`src/rtl/asu_ddr5_dqs_pkg.sv`:
```
// Shared definitions for the DDR5 DQS sequencing stage.
//   dqs_state_t   : sequencer states (idle, preamble, data, interamble, postamble)
//   DQS_TOGGLE    : DQS pair driven during the data window
//   DQS_LOW       : DQS pair driven during postamble and idle
//   PRE_LEN_MAX   : longest preamble in cycles
//   POST_LEN_MAX  : longest postamble in cycles
//   GAP_MAX_DEF   : default largest gap bridged with interamble
//   clamp_pre_len : maps the raw preamble length onto 1..PRE_LEN_MAX
package asu_ddr5_dqs_pkg;

  typedef enum logic [2:0] {
    ST_IDLE,
    ST_PREAMBLE,
    ST_DATA,
    ST_INTERAMBLE,
    ST_POSTAMBLE
  } dqs_state_t;

  localparam logic [1:0] DQS_TOGGLE = 2'b10;
  localparam logic [1:0] DQS_LOW    = 2'b00;

  localparam int PRE_LEN_MAX  = 4;
  localparam int POST_LEN_MAX = 2;
  localparam int GAP_MAX_DEF  = 6;

  // A zero length still needs one preamble cycle; anything longer than the
  // maximum is treated as the maximum.
  function automatic logic [2:0] clamp_pre_len(input logic [2:0] len);
    if (len == 3'd0) begin
      return 3'd1;
    end else if (len > 3'(PRE_LEN_MAX)) begin
      return 3'(PRE_LEN_MAX);
    end else begin
      return len;
    end
  endfunction

endpackage

```
`src/rtl/asu_ddr5_wr_en_delay.sv`:
```
// Write-enable delay line for the DQS sequencer.
// The total write-enable to data-window latency is DLY cycles: DLY-1 stages
// live here and the last stage is the sequencer's own output register.
//   clk_i     : system clock
//   rst_i     : synchronous active-high reset, clears the whole line
//   wr_en_i   : per-cycle write enable
//   window_o  : data window active in the next cycle
//   look_o[k] : data window active k cycles after the next cycle
module asu_ddr5_wr_en_delay #(
  parameter int DLY = 8
) (
  input  logic           clk_i,
  input  logic           rst_i,
  input  logic           wr_en_i,
  output logic           window_o,
  output logic [DLY-2:1] look_o
);

  // sr_q[0] holds the newest sample; sr_q[DLY-2] is the oldest.
  logic [DLY-2:0] sr_q;
  logic [DLY-2:0] sr_d;

  always_comb begin
    sr_d = {sr_q[DLY-3:0], wr_en_i};
  end

  always_ff @(posedge clk_i) begin
    if (rst_i) begin
      sr_q <= '0;
    end else begin
      sr_q <= sr_d;
    end
  end

  assign window_o = sr_q[DLY-2];

  // Younger stages describe windows further into the future.
  always_comb begin
    look_o = '0;
    for (int k = 1; k <= DLY - 2; k++) begin
      look_o[k] = sr_q[DLY-2-k];
    end
  end

endmodule

```
`src/rtl/asu_ddr5_dqs_fsm.sv`:
```
// DQS sequencing stage of the DDR5 PHY write path.
// Delays the write-enable window by DLY cycles and drives the DQS pattern
// (preamble, toggling strobe, interamble, postamble) with its output enable.
// DLY must be at least GAP_MAX+2 and GAP_MAX at least 6.
//   clk_i, rst_i        : clock, synchronous active-high reset
//   wr_en_i             : write enable, high for each data cycle
//   pre_len_i           : preamble length 1..4 (0 -> 1, >4 -> 4)
//   post_len_i          : postamble length, 0 -> 1 cycle, 1 -> 2 cycles
//   preamble_bits_i     : preamble DQS pair from the shift block
//   interamble_bits_i   : interamble DQS pair from the shift block
//   dqs_o               : DQS pair {first half, second half}
//   dqs_oe_o            : DQS driver enable
//   data_valid_o        : data window active
//   preamble_valid_o    : request for the next preamble pair
//   interamble_valid_o  : interamble window active
module asu_ddr5_dqs_fsm
  import asu_ddr5_dqs_pkg::*;
#(
  parameter int DLY     = 8,
  parameter int GAP_MAX = GAP_MAX_DEF
) (
  input  logic       clk_i,
  input  logic       rst_i,
  input  logic       wr_en_i,
  input  logic [2:0] pre_len_i,
  input  logic       post_len_i,
  input  logic [1:0] preamble_bits_i,
  input  logic [1:0] interamble_bits_i,
  output logic [1:0] dqs_o,
  output logic       dqs_oe_o,
  output logic       data_valid_o,
  output logic       preamble_valid_o,
  output logic       interamble_valid_o
);

  logic           window;
  logic [DLY-2:1] look;

  dqs_state_t state_q, state_d;
  logic [2:0] cnt_q, cnt_d;
  logic       dqs_oe_q, dqs_oe_d;
  logic       data_valid_q, data_valid_d;
  logic       pre_valid_q, pre_valid_d;
  logic       inter_valid_q, inter_valid_d;

  logic [2:0] pre_len;
  logic [2:0] post_cnt;
  logic       pre_hit;
  logic       pv_hit;
  logic       close_hit;
  logic       gap_hit;
  logic [2:0] gap_cnt;

  asu_ddr5_wr_en_delay #(
    .DLY(DLY)
  ) u_wr_en_delay (
    .clk_i    (clk_i),
    .rst_i    (rst_i),
    .wr_en_i  (wr_en_i),
    .window_o (window),
    .look_o   (look)
  );

  assign pre_len  = clamp_pre_len(pre_len_i);
  assign post_cnt = post_len_i ? 3'(POST_LEN_MAX - 1) : 3'd0;

  // Lookahead decode. Tap look[k] says a window starts k cycles after the
  // next one. pre_hit: a preamble must begin next cycle. pv_hit: it begins
  // the cycle after. close_hit: a window lies inside the preamble distance.
  // gap_cnt is the nearest window's distance minus one, used as the
  // interamble length.
  always_comb begin
    pre_hit   = 1'b0;
    pv_hit    = 1'b0;
    close_hit = window;
    gap_hit   = 1'b0;
    gap_cnt   = 3'd0;
    for (int k = 1; k <= PRE_LEN_MAX; k++) begin
      if (pre_len == 3'(k)) begin
        pre_hit = look[k];
        pv_hit  = look[k+1];
      end
    end
    for (int k = 1; k < PRE_LEN_MAX; k++) begin
      if (3'(k) < pre_len) begin
        close_hit = close_hit | look[k];
      end
    end
    for (int k = GAP_MAX; k >= 1; k--) begin
      if (look[k]) begin
        gap_hit = 1'b1;
        gap_cnt = 3'(k - 1);
      end
    end
  end

  always_ff @(posedge clk_i) begin
    if (rst_i) begin
      state_q       <= ST_IDLE;
      cnt_q         <= 3'd0;
      dqs_oe_q      <= 1'b0;
      data_valid_q  <= 1'b0;
      pre_valid_q   <= 1'b0;
      inter_valid_q <= 1'b0;
    end else begin
      state_q       <= state_d;
      cnt_q         <= cnt_d;
      dqs_oe_q      <= dqs_oe_d;
      data_valid_q  <= data_valid_d;
      pre_valid_q   <= pre_valid_d;
      inter_valid_q <= inter_valid_d;
    end
  end

  // cnt_q counts the cycles still to follow the current one in a preamble,
  // interamble or postamble.
  always_comb begin
    state_d = state_q;
    cnt_d   = cnt_q;
    case (state_q)
      ST_IDLE: begin
        if (window) begin
          state_d = ST_DATA;
        end else if (pre_hit) begin
          state_d = ST_PREAMBLE;
          cnt_d   = pre_len - 3'd1;
        end
      end
      ST_PREAMBLE: begin
        if (cnt_q != 3'd0) begin
          cnt_d = cnt_q - 3'd1;
        end else if (window) begin
          state_d = ST_DATA;
        end else begin
          state_d = ST_IDLE;
        end
      end
      ST_DATA: begin
        if (!window) begin
          if (gap_hit) begin
            state_d = ST_INTERAMBLE;
            cnt_d   = gap_cnt;
          end else begin
            state_d = ST_POSTAMBLE;
            cnt_d   = post_cnt;
          end
        end
      end
      ST_INTERAMBLE: begin
        if (cnt_q != 3'd0) begin
          cnt_d = cnt_q - 3'd1;
        end else if (window) begin
          state_d = ST_DATA;
        end else begin
          state_d = ST_POSTAMBLE;
          cnt_d   = post_cnt;
        end
      end
      ST_POSTAMBLE: begin
        if (cnt_q != 3'd0) begin
          cnt_d = cnt_q - 3'd1;
        end else if (pre_hit) begin
          state_d = ST_PREAMBLE;
          cnt_d   = pre_len - 3'd1;
        end else begin
          state_d = ST_IDLE;
        end
      end
      default: begin
        state_d = ST_IDLE;
        cnt_d   = 3'd0;
      end
    endcase
  end

  // Registered outputs follow the next state. preamble_valid runs one cycle
  // ahead of the preamble: it is set whenever the cycle after the next one
  // will be a preamble cycle.
  always_comb begin
    dqs_oe_d      = (state_d != ST_IDLE);
    data_valid_d  = (state_d == ST_DATA);
    inter_valid_d = (state_d == ST_INTERAMBLE);
    pre_valid_d   = ((state_d == ST_PREAMBLE) && (cnt_d != 3'd0)) ||
                    ((state_d == ST_IDLE) && pv_hit) ||
                    ((state_d == ST_POSTAMBLE) && (cnt_d == 3'd0) && pv_hit);
  end

  // Preamble and interamble pairs pass straight through from the shift block.
  always_comb begin
    case (state_q)
      ST_PREAMBLE:   dqs_o = preamble_bits_i;
      ST_INTERAMBLE: dqs_o = interamble_bits_i;
      ST_DATA:       dqs_o = DQS_TOGGLE;
      default:       dqs_o = DQS_LOW;
    endcase
  end

  assign dqs_oe_o           = dqs_oe_q;
  assign data_valid_o       = data_valid_q;
  assign preamble_valid_o   = pre_valid_q;
  assign interamble_valid_o = inter_valid_q;

  // A gap longer than GAP_MAX always leaves room for postamble plus preamble,
  // so leaving postamble must never find a window inside the preamble reach.
  always_ff @(posedge clk_i) begin
    if (!rst_i && (state_q == ST_POSTAMBLE) && (state_d != ST_POSTAMBLE)) begin
      assert (!close_hit);
    end
  end

endmodule

```
`config.mk`:
```
export PLATFORM = sky130hd
export DESIGN_NAME = asu_ddr5_dqs_fsm
export DESIGN_NICKNAME = d
export VERILOG_FILES = /design/src/rtl/asu_ddr5_dqs_pkg.sv /design/src/rtl/asu_ddr5_wr_en_delay.sv /design/src/rtl/asu_ddr5_dqs_fsm.sv
export SDC_FILE = /design/constraint.sdc
export NUM_CORES = 1
export LEC_CHECK = 0
export ABC_AREA = 1
export BUFFER_PORTS_ARGS = -buffer_cell sky130_fd_sc_hd__buf_2
export CORE_UTILIZATION = 55
export DETAILED_ROUTE_END_ITERATION = 10
export GPL_ROUTABILITY_DRIVEN = 1
export PLACE_DENSITY = 0.76
export REMOVE_ABC_BUFFERS = 1
export SKIP_LAST_GASP = 1
export SYNTH_ARGS = -nofsm -noshare
export SYNTH_HDL_FRONTEND = slang
export SYNTH_SLANG_ARGS = --single-unit
```
`constraint.sdc`:
```
create_clock -name clk_i -period 2.27 [get_ports clk_i]
set_input_delay 0.454 -clock clk_i [delete_from_list [all_inputs] [get_ports clk_i]]
set_output_delay 0.454 -clock clk_i [all_outputs]
set_load 0.01 [all_outputs]
```
**After elaboration in Yosys (flattened, before gate mapping)**

Index checks and enable logic that the tools add are counted.

- Add/subtract/negate cells: 2
- Equal/unequal tests: 12
- Multiplexer cells: 44
- Order comparisons: 1
- Reduce and logical (&&, ||, !) cells: 13

Operators with widths:

| cell | number |
|---|---|
| $mux W3 | 24 |
| $pmux W3 S5 | 2 |
| $eq A3 B2 Y1 const B | 6 |
| $mux W1 | 16 |
| $logic_not A3 Y1 | 4 |
| $eq A3 B1 Y1 const B | 3 |
| $eq A3 B3 Y1 const B | 3 |
| $reduce_bool A3 Y1 | 3 |
| $pmux W2 S3 | 1 |
| $sub A3 B1 Y3 const B | 2 |
| $logic_and A1 B1 Y1 | 4 |
| $gt A3 B3 Y1 const B | 1 |
| $logic_or A1 B1 Y1 | 2 |
| $mux W2 | 1 |

- Output and inout bits: 6
- Input port bits: 11
- Logic and storage cells: 79
- Register bits: 17

**Logic depth before layout (Yosys ltp)**

Gate-level depths: netlist (run 1).

- Depth after elaboration: 15
- Mapped depth: 19
- Mapped depth without buffers: 19

**By module**

A second synthesis (run 1) with hierarchy kept.

- Cell total of the unflattened synthesis: 209
- Area total of the unflattened synthesis: 1271.2 um^2

Modules (own cells, without submodules):

| module | area an instance (um^2) | instances | cells an instance | seq. area each (um^2) |
|---|---|---|---|---|
| asu_ddr5_dqs_fsm | 1078.5 | 1 | 188 | 200.2 |
| asu_ddr5_wr_en_delay | 192.7 | 1 | 21 | 140.1 |

**Worst setup path after synthesis (run 1)**

No wires, ideal clock.

- Kind: input to register
- From: in pre_len_i[1]
- To: reg pre_valid_q, in the netlist preamble_valid_o
- Data required time: 2158 ps
- Stages: 17
- Slack: 155 ps
- Buffers on the path: 0
- Data arrival time: 2003 ps
- Setup time: 112 ps
- Cells stage by stage: inv_1 o21ai_0 ha_1 ha_1 inv_1 o21ai_2 inv_2 nand2_4 nand2_4 nand2_2 nand3_1 nand2_1 inv_1 nor2_1 nand3_1 nand3_1 nand2_1

- Word-level cells in the longest chain between the ends: 15
- Elaborated cells on any way between the ends: 37
- Classes of those cells: 1 x add/sub; 1 x order compare; 6 x eq/ne; 19 x mux; 10 x reduce/logical

Ends and longest elaborated chain:

| item | line | RTL |
|---|---|---|
| from (decl) | asu_ddr5_dqs_fsm.sv:25 | `input logic [2:0] pre_len_i,` |
| $gt A3 B3 Y1 | asu_ddr5_dqs_pkg.sv:31 | `end else if (len > 3'(PRE_LEN_MAX)) begin` |
| $mux W3 | asu_ddr5_dqs_pkg.sv:31 |  |
| $mux W3 (*) | asu_ddr5_dqs_pkg.sv:29 | `if (len == 3'd0) begin` |
| $eq A3 B1 Y1 | asu_ddr5_dqs_fsm.sv:79 | `if (pre_len == 3'(k)) begin` |
| $mux W1 (4 in series) | asu_ddr5_dqs_fsm.sv:79 |  |
| $mux W1 (tied with other cells) | asu_ddr5_dqs_fsm.sv:162 | `end else if (pre_hit) begin` |
| $mux W3, on equally long branches | asu_ddr5_dqs_fsm.sv:160, asu_ddr5_dqs_fsm.sv:122 |  |
| $pmux W3 S5 | asu_ddr5_dqs_fsm.sv:120 | `case (state_q)` |
| $eq A3 B1 Y1 (tied with other cells) | asu_ddr5_dqs_fsm.sv:183 | `pre_valid_d = ((state_d == ST_PREAMBLE) && (cnt_d != 3'd0)) \|\|` |
| $logic_and A1 B1 Y1, on equally long branches | asu_ddr5_dqs_fsm.sv:183, asu_ddr5_dqs_fsm.sv:184, asu_ddr5_dqs_fsm.sv:185 |  |
| $logic_or A1 B1 Y1 / $logic_and A1 B1 Y1 (equally long branches) | asu_ddr5_dqs_fsm.sv:183, asu_ddr5_dqs_fsm.sv:185 |  |
| $logic_or A1 B1 Y1 (*) | asu_ddr5_dqs_fsm.sv:184 | `((state_d == ST_IDLE) && pv_hit) \|\|` |
| to (signal assigned) | asu_ddr5_dqs_fsm.sv:110 | `pre_valid_q <= pre_valid_d;` |
| to (decl) | asu_ddr5_dqs_fsm.sv:43 | `logic pre_valid_q, pre_valid_d;` |

Every way passes the cells marked *; elsewhere a longest branch is shown, timed or not.
A chain may end at the register's enable or synchronous reset.

**Worst setup path in the final report (run 1)**

Ends and elaborated chain as after synthesis.

==> results.md, run 1 <==
Outcome:
- The run finished with clean final reports.

Synth:
- The synthesized netlist cell count is 198.
- The area share of the largest cell type after synthesis is 0.271.
- Of the synthesized area, sequential elements account for 0.271.
- The combined area of all synthesized cells is 1250 µm².
- Summed over all instances, the cell type with the most area after synthesis is dfxtp_1.
- Counting flops and latches in the post-synthesis netlist gives 17.
- The distinct cell type count of the synthesized netlist is 27.
- By area the synthesized netlist is led by dfxtp_1 27%, nand2_1 10%, nor2_1 9.0%.
- The total number of yosys warnings is 0.
- The average instance in the mapped netlist occupies 6.33 µm².

Floorplanning:
- The initial standard-cell utilization of the core is 0.614.
- The area inside the core boundary is 2040 µm².
- Row generation in the floorplan step produced 16 rows.
- Measured along the x axis, the die boundary spans 49.7 µm.
- From bottom edge to top edge, the die measures 49.7 µm.
- The die covers 2470 µm².
- During I/O placement, the number of pins put on the boundary was 17.

Critical path:
- The critical path is of the in2reg type.
- STA puts the critical path data required time at 2450 ps.
- The worst setup path is launched from a primary input.
- For the worst setup path, the data arrival time is 2240 ps.
- The nature of the critical path endpoint is a register.
- The largest driver fanout on the critical path is 5.

Clock network:
- After clock tree synthesis, the setup repair step added 0 buffers.
- TritonCTS built the clock tree.
- The clock input transition at the sequential cells of the worst setup and hold paths is 90 ps.
- The H-tree depth is 1.
- CTS saw 17 sinks.
- Buffers inserted during clock tree synthesis total 3.
- The cell sitting at the root of the clock tree is a clkbuf_4.
- The clock passes through at most 2 buffers.
- For the worst-skew pair, the clock arrives at the later sink with an insertion delay of 290 ps.

Detailed routing:
- The first TritonRoute pass finished after 4 iterations.
- After detailed routing, the average wire length per cell comes to 12.3 µm.
- After detailed routing, the number of vias per cell comes to 5.28.
- The count of nets left with antenna violations once routing finished came out at 0.
- The DRC violation total after the first TritonRoute iteration is 51.
- The post-detailed-route DRC marker count is 0.
- The final layout contains routed wiring with a total length of 3030 µm.
- Across all layers, the routed design uses 1298 vias.

Cells and area:
- The multi-input combinational cells in the finished layout cover a total of 752 µm².
- The layout has 180 filler cells.
- The post-synthesis to final-layout area growth is 12.4%.
- At the end of the flow the core is filled with cells to 0.690.
- The share of post-route cells with drive strength above 1 is 0.233.
- In the layout the commonest cells are 35 x nand2_1, 30 x nor2_1, 29 x inv_1, 17 x dfxtp_1.
- The sequential cells in the finished layout cover a total of 340 µm².
- The library cell used most frequently in the layout, excluding fill and tap cells, is nand2_1.
- The number of antenna diodes in the final layout is 0.
- The final design instance area without fill is 1410 µm².
- For this run, the post-layout net count is 237.

Placed design:
- The cell area after placement is 1380 µm².
- The worst-case setup slack after placement is -160 ps.
- The estimated wirelength of the detail-placed design is 2540 µm.
- The placer congestion estimate is 0.925.
- The count of buffers added on input and output ports is 16.

STA:
- Setup violations remaining at the end of the flow were counted as 0.
- The worst path needs 2060 ps of the cycle, external delays included.
- The hold violation count in the final report is 0.
- The clock arrives with 9.29 ps of skew.
- Headroom to the max-slew limit came out at 0.768.
- Setup repair after global routing left no endpoint under its margin.
- The total count of max-transition violations in the final report is 0.
- Based on the critical path, the design can be clocked at up to 486 MHz.
- The accumulated negative setup slack is 0 ps.
- The measured slew at the worst slew-check pin is 345 ps.
- The final clock period utilization by the worst path is 0.906.
- The final worst setup slack is 213 ps.

Power and ir drop:
- In this run the static leakage power is 0.791 nW.
- The ratio of total power to cell area is 421 nW/µm².
- The sequential share of power is 0.527.
- The share of total power dissipated in combinational logic is 0.213.
- Summing internal, switching and leakage power gives 0.593 mW.
- The switching portion of total power is 0.292.
- In this run the power spent charging and discharging nets is 0.174 mW.
- Cell internal power was estimated by the tool at 0.420 mW.
- The highest ir drop seen on vdd is 392 µV.
- Of the total power, the clock network draws 0.260.

Run:
- Max-cap violations in this run came to 0.

Global route:
- The maximum number of pins on one net before global-route repair is 10.
- The first global-routing pass estimated 5180 µm of wire.
- The initial antenna violation count came to 0.
- Summed over all layers, the global routing overflow is 0.
- The number of global-route vias before repair is 1191.
- Across every metal layer, demand over resource in global routing totals 0.268.

Hold path:
- The type of the worst min-delay path is in2reg.
registers in the layout (all words and copies together) (netlist names):
signal / flops
cnt_q: 3
dqs_oe_o: 1
data_valid_o: 1
interamble_valid_o: 1
state_q: 3
preamble_valid_o: 1
u_wr_en_delay.sr_q: 7
cell type report:
cell class	instances	area share
Tap cell	27	0.0240
Multi-Input combinational cell	138	0.534
Inverter	41	0.109
Timing Repair Buffer	19	0.0728
Clock buffer	4	0.0187
Sequential cell	17	0.242
cells in the mapped netlist:
| cell | number |
|---|---|
| clkbuf_1 | 2 |
| nor3_1 | 2 |
| a21oi_1 | 11 |
| a21boi_1 | 1 |
| a41oi_1 | 1 |
| o21ai_2 | 2 |
| o21ai_0 | 9 |
| nand3_2 | 2 |
| dfxtp_1 | 17 |
| nand2_1 | 35 |
| inv_1 | 29 |
| nand4_1 | 1 |
| inv_2 | 12 |
| a22oi_1 | 1 |
| nor2_4 | 1 |
| ha_1 | 6 |
| nand3_1 | 16 |
| nand2_4 | 2 |
| nor3_4 | 2 |
| nor2_1 | 30 |
| nand2_2 | 4 |
| nor2_2 | 3 |
| o311ai_0 | 1 |
| o21ai_1 | 5 |
| nor3b_2 | 1 |
| a221o_1 | 1 |
| a22o_1 | 1 |
routing by layer:
layer	global-route usage	vias to the layer above	share of wire
met3	0.00926	4	0.054
met1	0.347	577	0.45
met4	0.0810	0	0.0069
met2	0.477	51	0.49
li1	-	666	-
met5	0	-	0
cells by family (layout without fill, tap and decap cells):
kind of cell	after synthesis	after routing	synth area share
AOI/OAI and AO/OA	33	33	0.155
adders and majority gates	6	6	0.0599
buffers and inverters	43	64	0.129
DFF	17	17	0.271
and+or+nand+nor	99	99	0.385
stage by stage:
step / instances / hold slack, ps
after floorplan: 196 / 424
after global placement: 242 / 444
after detailed placement: 242 / 458
after CTS: 246 / 358
after global routing: 246 / 362
final: 246 / 370
timing repair:
action / CTS / global route
gates resized for setup: 0 / 1
hold buffers: 0 / 0
endpoints found under the setup margin: 0 / 1
worst max-delay path, cell delays in order:
cell	delay, ps
buf_2	90
inv_1	40
o21ai_1	190
buf_4	170
inv_1	40
ha_1	180
nand2_2	120
nand3_2	110
nand2_4	100
nand2_4	80
nand2_2	70
nand3_1	70
nand2_1	60
nand2_1	80
nor2_1	120
nand3_1	120
nand3_1	90
nand2_1	60
power groups by stage:
| stage | Clock, mW | Sequential (mW) | Combinational [mW] |
|---|---|---|---|
| 2_1_floorplan | 0 | 0.319 | 0.0821 |
| 3_3_place_gp | 0 | 0.319 | 0.118 |
| 3_5_place_dp | 0 | 0.320 | 0.123 |
| 4_1_cts | 0.161 | 0.313 | 0.124 |
| 5_1_grt | 0.169 | 0.314 | 0.140 |
| 6_report | 0.154 | 0.313 | 0.126 |
path summary, 6_finish.rpt:
path,startpoint,end,slack [ps],cells past startpoint
max,pre_len_i[1],preamble_valid_o,210,18
min,wr_en_i,u_wr_en_delay.sr_q[0],370,3
max reg2reg,cnt_q[0],preamble_valid_o,320,13
min reg2reg,u_wr_en_delay.sr_q[0],u_wr_en_delay.sr_q[1],480,2
No activity file was read; power rests on OpenSTA's default activity.
==> run 2: changes to the inputs <==
--- a/config.mk
+++ b/config.mk
@@ -15,4 +15,5 @@
 export SKIP_LAST_GASP = 1
 export SYNTH_ARGS = -nofsm -noshare
 export SYNTH_HDL_FRONTEND = slang
+export SYNTH_HIERARCHICAL = 1
 export SYNTH_SLANG_ARGS = --single-unit
==> run 2 against run 1 <==
Compared with the run above:
- count of clock-buffer cells in the layout unchanged
- power up 1.9%
- worst hold slack worse by 13 ps
- global-route usage fell by 0.28 points
- die area rose by 1.3%
- critical endpoint unchanged
- largest power group unchanged
==> results.md, run 2 <==
Outcome:
- Outcome: complete, no violations (unchanged).

Synth:
- The number of enable flip-flop cells after synthesis was 0 (unchanged).
- Most common library cells after synthesis: 45 x nand2_1, 36 x inv_1, 34 x nor2_1 (was 35 x nand2_1, 30 x nor2_1, 29 x inv_1).
- The total number of yosys warnings is 6 (was 0).
- The most used flip-flop cell after synthesis is dfxtp_1 (unchanged).
- The fraction of the mapped netlist area in compound gates is 0.114 (was 0.155).
- The post-synthesis adder-cell area fraction is 0.0591 (was 0.0599).
- The portion of netlist area occupied by mux cells is 0 (unchanged).
- The share of synthesized cell area in and, or, nand and nor gates is 0.411 (was 0.385).
- The area share of the largest cell type after synthesis is 0.268 (was 0.271).
- Cells taking the most area after synthesis: dfxtp_1 27%, nand2_1 13%, inv_1 11% (was dfxtp_1 27%, nand2_1 10%, nor2_1 9.0%).
- The cell with the most instances after synthesis is nand2_1 (unchanged).
- The post-synthesis async set-or-reset flop share came to 0 (unchanged).
- The xor/xnor cell area share of the yosys netlist is 0 (unchanged).
- The distinct cell type count of the synthesized netlist was 28 (was 27).
- The synthesized netlist cell count is 209 (was 198).
- The dominant combinational cell family by area after synthesis is simple AND/OR/NAND/NOR gates (unchanged).
- The combined area of all synthesized cells came to 1270 µm² (was 1250 µm²).
- The post-synthesis register bit count came to 17 (unchanged).
- The library cell with the largest summed area after synthesis is dfxtp_1 (unchanged).
- The post-synthesis area per instance came to 6.08 µm² (was 6.33 µm²).
- The portion of the post-synthesis area used by sequential elements is 0.268 (was 0.271).

Detailed routing:
- The DRC violation total after the first TritonRoute iteration came to 51 (unchanged).
- The routed wire length was 2850 µm (was 3030 µm).
- The detailed-routing iteration count for the pre-antenna-repair pass is 5 (was 4).
- The number of nets with antenna violations after detailed routing is 0 (unchanged).
- The detailed-route wire length per cell is 10.9 µm (was 12.3 µm).
- The count of vias placed by the detailed router came to 1363 (was 1298).
- The post-detailed-route DRC marker count came to 0 (unchanged).
- The per-cell via count in the routed design is 5.20 (was 5.28).

Cells and area:
- The total number of nets in the final design is 252 (was 237).
- The flip-flop count of the largest register after layout is 7 (unchanged).
- The final cell utilization of the core is 0.662 (was 0.690).
- The post-layout instance count excluding filler cells is 262 (was 246).
- Top flop regs: u_wr_en_delay/sr_q (7), cnt_q (3), state_q (3) (was u_wr_en_delay.sr_q (7), cnt_q (3), state_q (3)).
- The commonest non-fill, non-tap cell in the layout is nand2_1 (unchanged).
- The register ranked first by flip-flop count is u_wr_en_delay/sr_q (was u_wr_en_delay.sr_q).
- Highest-count cells in the layout ignoring fill and taps: 45 x nand2_1, 36 x inv_1, 34 x nor2_1, 17 x dfxtp_1 (was 35 x nand2_1, 30 x nor2_1, 29 x inv_1, 17 x dfxtp_1).
- The number of diodes added for antenna fixing was 0 (unchanged).
- The post-synthesis to final-layout area growth came to 14.1% (was 12.4%).
- The share of post-route cells with drive strength above 1 is 0.201 (was 0.233).

Global route:
- The combined global-route utilization of all metal layers is 0.265 (was 0.268).
- The initial antenna violation count is 0 (unchanged).
- The number of global-route vias before repair is 1220 (was 1191).
- The wire length of the first global-routing pass came to 5060 µm (was 5180 µm).
- The overflow left after global routing is 0 (unchanged).
- The maximum number of pins on one net before global-route repair is 12 (was 10).

Critical path:
- The nature of the critical path endpoint is a register (unchanged).
- The reg-to-reg startpoint is cnt_q[0] (unchanged).
- The critical path launch point type is a register (was primary input).
- The largest driver fanout on the critical path is 11 (was 5).
- The start-to-end type of the worst setup path is reg2reg (was in2reg).
- The reg-to-reg setup timing slack is 270 ps (was 320 ps).
- The signal arrival time at the worst endpoint is 2200 ps (was 2240 ps).
- The worst reg2reg path endpoint is preamble_valid_o (unchanged).
- The length in cells of the worst reg-to-reg path came to 13 (unchanged).
- The required time at the endpoint of the critical path is 2460 ps (was 2450 ps).

STA:
- The measured slew at the worst slew-check pin was 353 ps (was 345 ps).
- Unrepaired setup endpoints after global routing: false (unchanged).
- The final critical path time including I/O delays and setup is 2000 ps (was 2060 ps).
- The count of endpoints failing setup in the final report is 0 (unchanged).
- The maximum frequency from static timing analysis is 499 MHz (was 486 MHz).
- The total count of max-transition violations in the final report is 0 (unchanged).
- The hold violation count in the final report is 0 (unchanged).
- The setup skew after layout is 11.3 ps (was 9.29 ps).
- The final clock period utilization by the worst path is 0.883 (was 0.906).
- The remaining max-slew budget at the tightest pin came to 0.764 (was 0.768).

Power and ir drop:
- The highest ir drop seen on vdd was 403 µV (was 392 µV).
- The ratio of total power to cell area is 417 nW/µm² (was 421 nW/µm²).
- The total leakage power is 0.850 nW (was 0.791 nW).

Clock network:
- The H-tree depth is 1 (unchanged).
- The post-CTS setup buffer count was 0 (unchanged).
- The total CTS buffers came to 3 (unchanged).
- The clock tree from TritonCTS is yes (unchanged).
- The hold buffer count at cts is 0 (unchanged).
- The clock input transition at the sequential cells of the worst setup and hold paths is 100 ps (was 90 ps).
- The buffer cell driving the clock tree root is clkbuf_4 (unchanged).
- The clock latency of the later-clocked register in the worst-skew pair is 300 ps (was 290 ps).
- The number of buffers between clock root and the deepest sink is 2 (unchanged).
- The count of cells resized by post-cts repair is 0 (unchanged).
- The number of clock sinks was 17 (unchanged).

Placed design:
- The estimated wirelength of the detail-placed design is 2310 µm (was 2540 µm).
- The placer congestion estimate is 0.999 (was 0.925).
- The number of cells in the design after placement came to 258 (was 242).
- The count of port buffers added during placement is 16 (unchanged).

Hold path:
- The cell depth of the worst hold path is 3 (unchanged).
- The type of the worst min-delay path was in2reg (unchanged).
- The start point of the worst min-delay path is wr_en_i (unchanged).
- The end point of the most critical hold path is u_wr_en_delay/sr_q[0] (was u_wr_en_delay.sr_q[0]).

Floorplanning:
- The initial standard-cell utilization of the core is 0.580 (was 0.614).
- The number of top-level pins came to 17 (unchanged).
- The die outline height was 50.1 µm (was 49.7 µm).
- The full die area was 2510 µm² (was 2470 µm²).
- The overall die width is 50.1 µm (was 49.7 µm).
- The area inside the core boundary is 2190 µm² (was 2040 µm²).
- The number of standard-cell rows in the floorplan is 17 (was 16).

Run:
- The count of maximum capacitance violations is 0 (unchanged).
==> run 2: cell types whose count changed after synthesis, sizes merged, moves of 2 or more <==
cell,previous run,this run
o211ai,0,2
nand2,41,50
o21ai,16,12
a21oi,11,6
inv,41,46
nand4,1,3
==> run 2: stage by stage <==
stage	total power, mW	setup WS, ps	hold WS, ps	TNS (ps)	instance area (µm²)
after detailed placement	0.442	-78.2	433	-78.2	1420
final	0.604	266	357	0	1450
after floorplan	0.399	97.8	416	0	1260
after global placement	0.439	19.7	430	0	1420
after global routing	0.635	33.4	358	0	1450
after CTS	0.604	221	357	0	1450
==> run 2: cell type report <==
class | instances | area, µm²
tap | 28 | 35.0
multi-input combinational | 144 | 743
timing repair buffer | 23 | 133
clock buffer | 4 | 26.3
inverter | 46 | 173
fill | 216 | 741
sequential | 17 | 340
==> run 2: power by group <==
| part | switching (mW) | leakage (nW) | internal [mW] | total, mW |
|---|---|---|---|---|
| Sequential | 0.00631 | 0.138 | 0.305 | 0.311 |
| Combinational | 0.0767 | 0.697 | 0.0502 | 0.127 |
| Clock | 0.0978 | 0.0150 | 0.0686 | 0.166 |
| Total | 0.181 | 0.850 | 0.424 | 0.604 |
==> run 2: worst max-delay path: stages, from the launching register on <==
cell and delay, ps:
dfxtp_1 350, inv_1 170, ha_1 230, nand2_4 90, inv_2 190, nand2_1 100, a21oi_1 160, o21ai_1 70
inv_1 60, nand2_1 60, nor2_1 100, nand3_1 100, a21oi_1 150, nor2_1 50
==> run 2: worst max path at each step <==
stage | from | endpoint | slack [ps]
6_report | cnt_q[0] | preamble_valid_o | 270
4_1_cts | pre_len_i[1] | preamble_valid_o | 220
2_1_floorplan | pre_len_i[1] | preamble_valid_o | 100
5_1_grt | pre_len_i[2] | preamble_valid_o | 30
3_3_place_gp | pre_len_i[1] | preamble_valid_o | 20
3_5_place_dp | pre_len_i[1] | preamble_valid_o | -80
==> run 2: layer usage <==
metal | GRT usage | vias up | share of wire
li1 | - | 699 | -
met1 | 0.339 | 607 | 0.46
met2 | 0.433 | 50 | 0.46
met3 | 0.0463 | 7 | 0.063
met4 | 0.110 | 0 | 0.018
met5 | 0 | - | 0
==> run 2: cell families (layout without fill, tap and decap cells) <==
logic type               after synthesis  in the layout
AO/OA/AOI/OAI                         25             25
adder cells (fa/ha/maj)                6              6
buffers and inverters                 48             73
flip-flops                            17             17
AND/OR/NAND/NOR                      113            113
==> run 3: changes to the inputs <==
--- a/config.mk
+++ b/config.mk
@@ -10,7 +10,7 @@
 export CORE_UTILIZATION = 55
 export DETAILED_ROUTE_END_ITERATION = 10
 export GPL_ROUTABILITY_DRIVEN = 1
-export PLACE_DENSITY = 0.76
+export PLACE_DENSITY = 0.75
 export REMOVE_ABC_BUFFERS = 1
 export SKIP_LAST_GASP = 1
 export SYNTH_ARGS = -nofsm -noshare
==> run 3 against run 2 <==
Compared with the run above:
- clock skew fell by 8.6 ps
- power fell by 0.12%
- flip-flop and latch count did not move
- global-route usage fell by 1.7 points
- utilization rose by 0.057 points
- fmax fell by 1.7%
- largest cell class unchanged
- critical endpoint unchanged
- first-iteration DRC count fell by 22%
- routed wire length barely moved
- worst hold slack got worse by 9.7 ps
- sequential power barely moved
- critical path depth rose by 4
- die area did not move
==> results.md, run 3 (same netlist as run 2, synthesis figures left out) <==
STA:
- The accumulated negative setup slack is 0 ps (unchanged).
- The measured slew at the worst slew-check pin came to 335 ps (was 353 ps).
- The count of endpoints failing setup in the final report is 0 (unchanged).
- Unrepaired setup endpoints after global routing: false (unchanged).
- The remaining max-slew budget at the tightest pin is 0.776 (was 0.764).
- The final worst setup slack is 231 ps (was 266 ps).
- The setup skew after layout is 2.70 ps (was 11.3 ps).
- The hold violation count in the final report came to 0 (unchanged).
- The maximum frequency from static timing analysis is 490 MHz (was 499 MHz).
- The total count of max-transition violations in the final report is 0 (unchanged).
- The final clock period utilization by the worst path was 0.898 (was 0.883).
- The final critical path time including I/O delays and setup is 2040 ps (was 2000 ps).

Clock network:
- The clock tree from TritonCTS is yes (unchanged).
- The clock latency of the later-clocked register in the worst-skew pair is 300 ps (about the same).
- The total CTS buffers is 3 (unchanged).
- The hold buffer count at cts came to 0 (unchanged).
- The H-tree depth is 1 (unchanged).
- The clock input transition at the sequential cells of the worst setup and hold paths was 100 ps (about the same).
- The buffer cell driving the clock tree root is clkbuf_4 (unchanged).
- The number of buffers between clock root and the deepest sink is 2 (unchanged).
- The number of clock sinks is 17 (unchanged).

Cells and area:
- The total number of nets in the final design is 252 (unchanged).
- Top flop regs: u_wr_en_delay/sr_q (7), cnt_q (3), state_q (3) (unchanged).
- The commonest non-fill, non-tap cell in the layout was nand2_1 (unchanged).
- The combined area of the multi-input logic cells was 743 µm² (unchanged).
- The sequential standard cell area was 340 µm² (unchanged).
- The share of post-route cells with drive strength above 1 is 0.205 (was 0.201).
- The fill cell instance count of the final layout came to 204 (was 216).
- The post-synthesis to final-layout area growth is 14.2% (was 14.1%).
- The number of diodes added for antenna fixing is 0 (unchanged).
- Highest-count cells in the layout ignoring fill and taps: 45 x nand2_1, 36 x inv_1, 34 x nor2_1, 17 x dfxtp_1 (unchanged).
- The flip-flop count of the largest register after layout is 7 (unchanged).
- The register ranked first by flip-flop count is u_wr_en_delay/sr_q (unchanged).

Critical path:
- The start-to-end type of the worst setup path is in2reg (was reg2reg).
- The reg-to-reg startpoint is cnt_q[0] (unchanged).
- The worst reg2reg path endpoint is preamble_valid_o (unchanged).
- The signal arrival time at the worst endpoint is 2230 ps (was 2200 ps).
- The critical path launch point type is a primary input (was register).
- The reg-to-reg setup timing slack is 260 ps (was 270 ps).
- The required time at the endpoint of the critical path was 2470 ps (was 2460 ps).
- The nature of the critical path endpoint is a register (unchanged).
- The length in cells of the worst reg-to-reg path is 13 (unchanged).
- The largest driver fanout on the critical path came to 5 (was 11).

Power and ir drop:
- The highest ir drop seen on vdd is 339 µV (was 403 µV).
- The sequential share of power is 0.516 (was 0.515).
- The switching portion of total power is 0.303 (was 0.299).
- The part of the total power dissipated in the clock network is 0.274 (was 0.275).
- The ratio of total power to cell area is 416 nW/µm² (was 417 nW/µm²).
- The total leakage power is 0.852 nW (was 0.850 nW).
- The part of the total power dissipated in combinational logic is 0.211 (was 0.210).
- The switching power summed over all nets is 0.183 mW (was 0.181 mW).
- The cell-internal power came to 0.421 mW (was 0.424 mW).

Global route:
- The initial antenna violation count is 0 (unchanged).
- The number of global-route vias before repair came to 1174 (was 1220).
- The overflow left after global routing is 0 (unchanged).
- The wire length of the first global-routing pass was 4780 µm (was 5060 µm).
- The maximum number of pins on one net before global-route repair is 12 (unchanged).
- The combined global-route utilization of all metal layers is 0.248 (was 0.265).

Placed design:
- The placer congestion estimate is 0.889 (was 0.999).
- The worst-case setup slack after placement is -95.4 ps (was -78.2 ps).
- The count of port buffers added during placement is 16 (unchanged).
- The estimated wirelength of the detail-placed design was 2300 µm (was 2310 µm).

Hold path:
- The end point of the most critical hold path is u_wr_en_delay/sr_q[0] (unchanged).
- The cell depth of the worst hold path is 3 (unchanged).
- The start point of the worst min-delay path is wr_en_i (unchanged).
- The type of the worst min-delay path is in2reg (unchanged).

Detailed routing:
- The per-cell via count in the routed design is 5.04 (was 5.20).
- The routed wire length is 2850 µm (about the same).
- The count of vias placed by the detailed router is 1321 (was 1363).
- The detailed-routing iteration count for the pre-antenna-repair pass came to 4 (was 5).
- The post-detailed-route DRC marker count is 0 (unchanged).
- The number of nets with antenna violations after detailed routing was 0 (unchanged).
- The DRC violation total after the first TritonRoute iteration is 40 (was 51).
- The detailed-route wire length per cell is 10.9 µm (about the same).

Floorplanning:
- The area inside the core boundary is 2190 µm² (unchanged).
- The number of standard-cell rows in the floorplan is 17 (unchanged).
- The overall die width is 50.1 µm (unchanged).
- The die outline height was 50.1 µm (unchanged).
- The number of top-level pins came to 17 (unchanged).
- The initial standard-cell utilization of the core is 0.580 (unchanged).
- The full die area is 2510 µm² (unchanged).

Outcome:
- Outcome: complete, no violations (unchanged).

Run:
- The count of maximum capacitance violations is 0 (unchanged).
-- run 3: changes by cell type in the layout (fill, tap and decap cells not counted), sizes merged --
cell    before  now
clkbuf       4    3
clkinv       0    1
-- run 3: how the worst max path moves through the flow --
stage               depth (start not counted)         start          endpoint
floorplan                                  17  pre_len_i[1]  preamble_valid_o
global placement                           18  pre_len_i[1]  preamble_valid_o
detailed placement                         18  pre_len_i[1]  preamble_valid_o
CTS                                        18  pre_len_i[1]  preamble_valid_o
global route                               18  pre_len_i[1]  preamble_valid_o
finish                                     17  pre_len_i[2]  preamble_valid_o
-- run 3: timing repair --
item | CTS | global route
resized for setup | 0 | 1
setup buffers | 0 | 0
endpoints found under the setup margin | 0 | 1
hold endpoints to repair | 0 | 0
-- run 3: cell type report --
type / instances / share of cell area
clock inverters: 1 / 0.00345
well taps: 28 / 0.0241
flip-flops and latches: 17 / 0.234
repair buffers: 23 / 0.0914
clock buffers: 3 / 0.0155
inverters: 46 / 0.119
multi-input cells: 144 / 0.512
-- run 3: worst max-delay path, cell delays in order --
cell     delay (ps)
buf_2           120
nor2_1          130
inv_1            60
ha_1            190
ha_1            220
inv_1            80
nand2_1          70
inv_2            60
nand2_4          70
nand3_1          90
nand3_1          90
nand2_1          90
inv_2            40
nor2_1           90
nand3_1         120
a21oi_1         180
nor2_1           70
-- run 3: power groups by stage --
stage | Clock (mW) | Sequential, mW | Combinational (mW)
global placement | 0 | 0.318 | 0.121
global route | 0.184 | 0.312 | 0.144
finish | 0.165 | 0.311 | 0.127
floorplan | 0 | 0.317 | 0.0820
CTS | 0.170 | 0.311 | 0.126
detailed placement | 0 | 0.318 | 0.125
-- run 3: routing by layer --
metal  track usage  vias to the layer above  part of all wire
met5             0                        -                 0
met4         0.100                        0             0.015
met3        0.0401                        7             0.059
met2         0.416                       42              0.48
met1         0.310                      578              0.45
li1              -                      694                 -
-- run 3: through the flow --
| stage | cells | total power, mW | area [µm²] | util | hold slack, ps |
|---|---|---|---|---|---|
| floorplan | 207 | 0.399 | 1260 | - | 416 |
| global placement | 258 | 0.439 | 1420 | 0.650 | 430 |
| detailed placement | 258 | 0.443 | 1420 | 0.650 | 431 |
| CTS | 262 | 0.608 | 1450 | 0.662 | 341 |
| global route | 262 | 0.640 | 1450 | 0.662 | 343 |
| finish | 262 | 0.604 | 1450 | 0.662 | 347 |
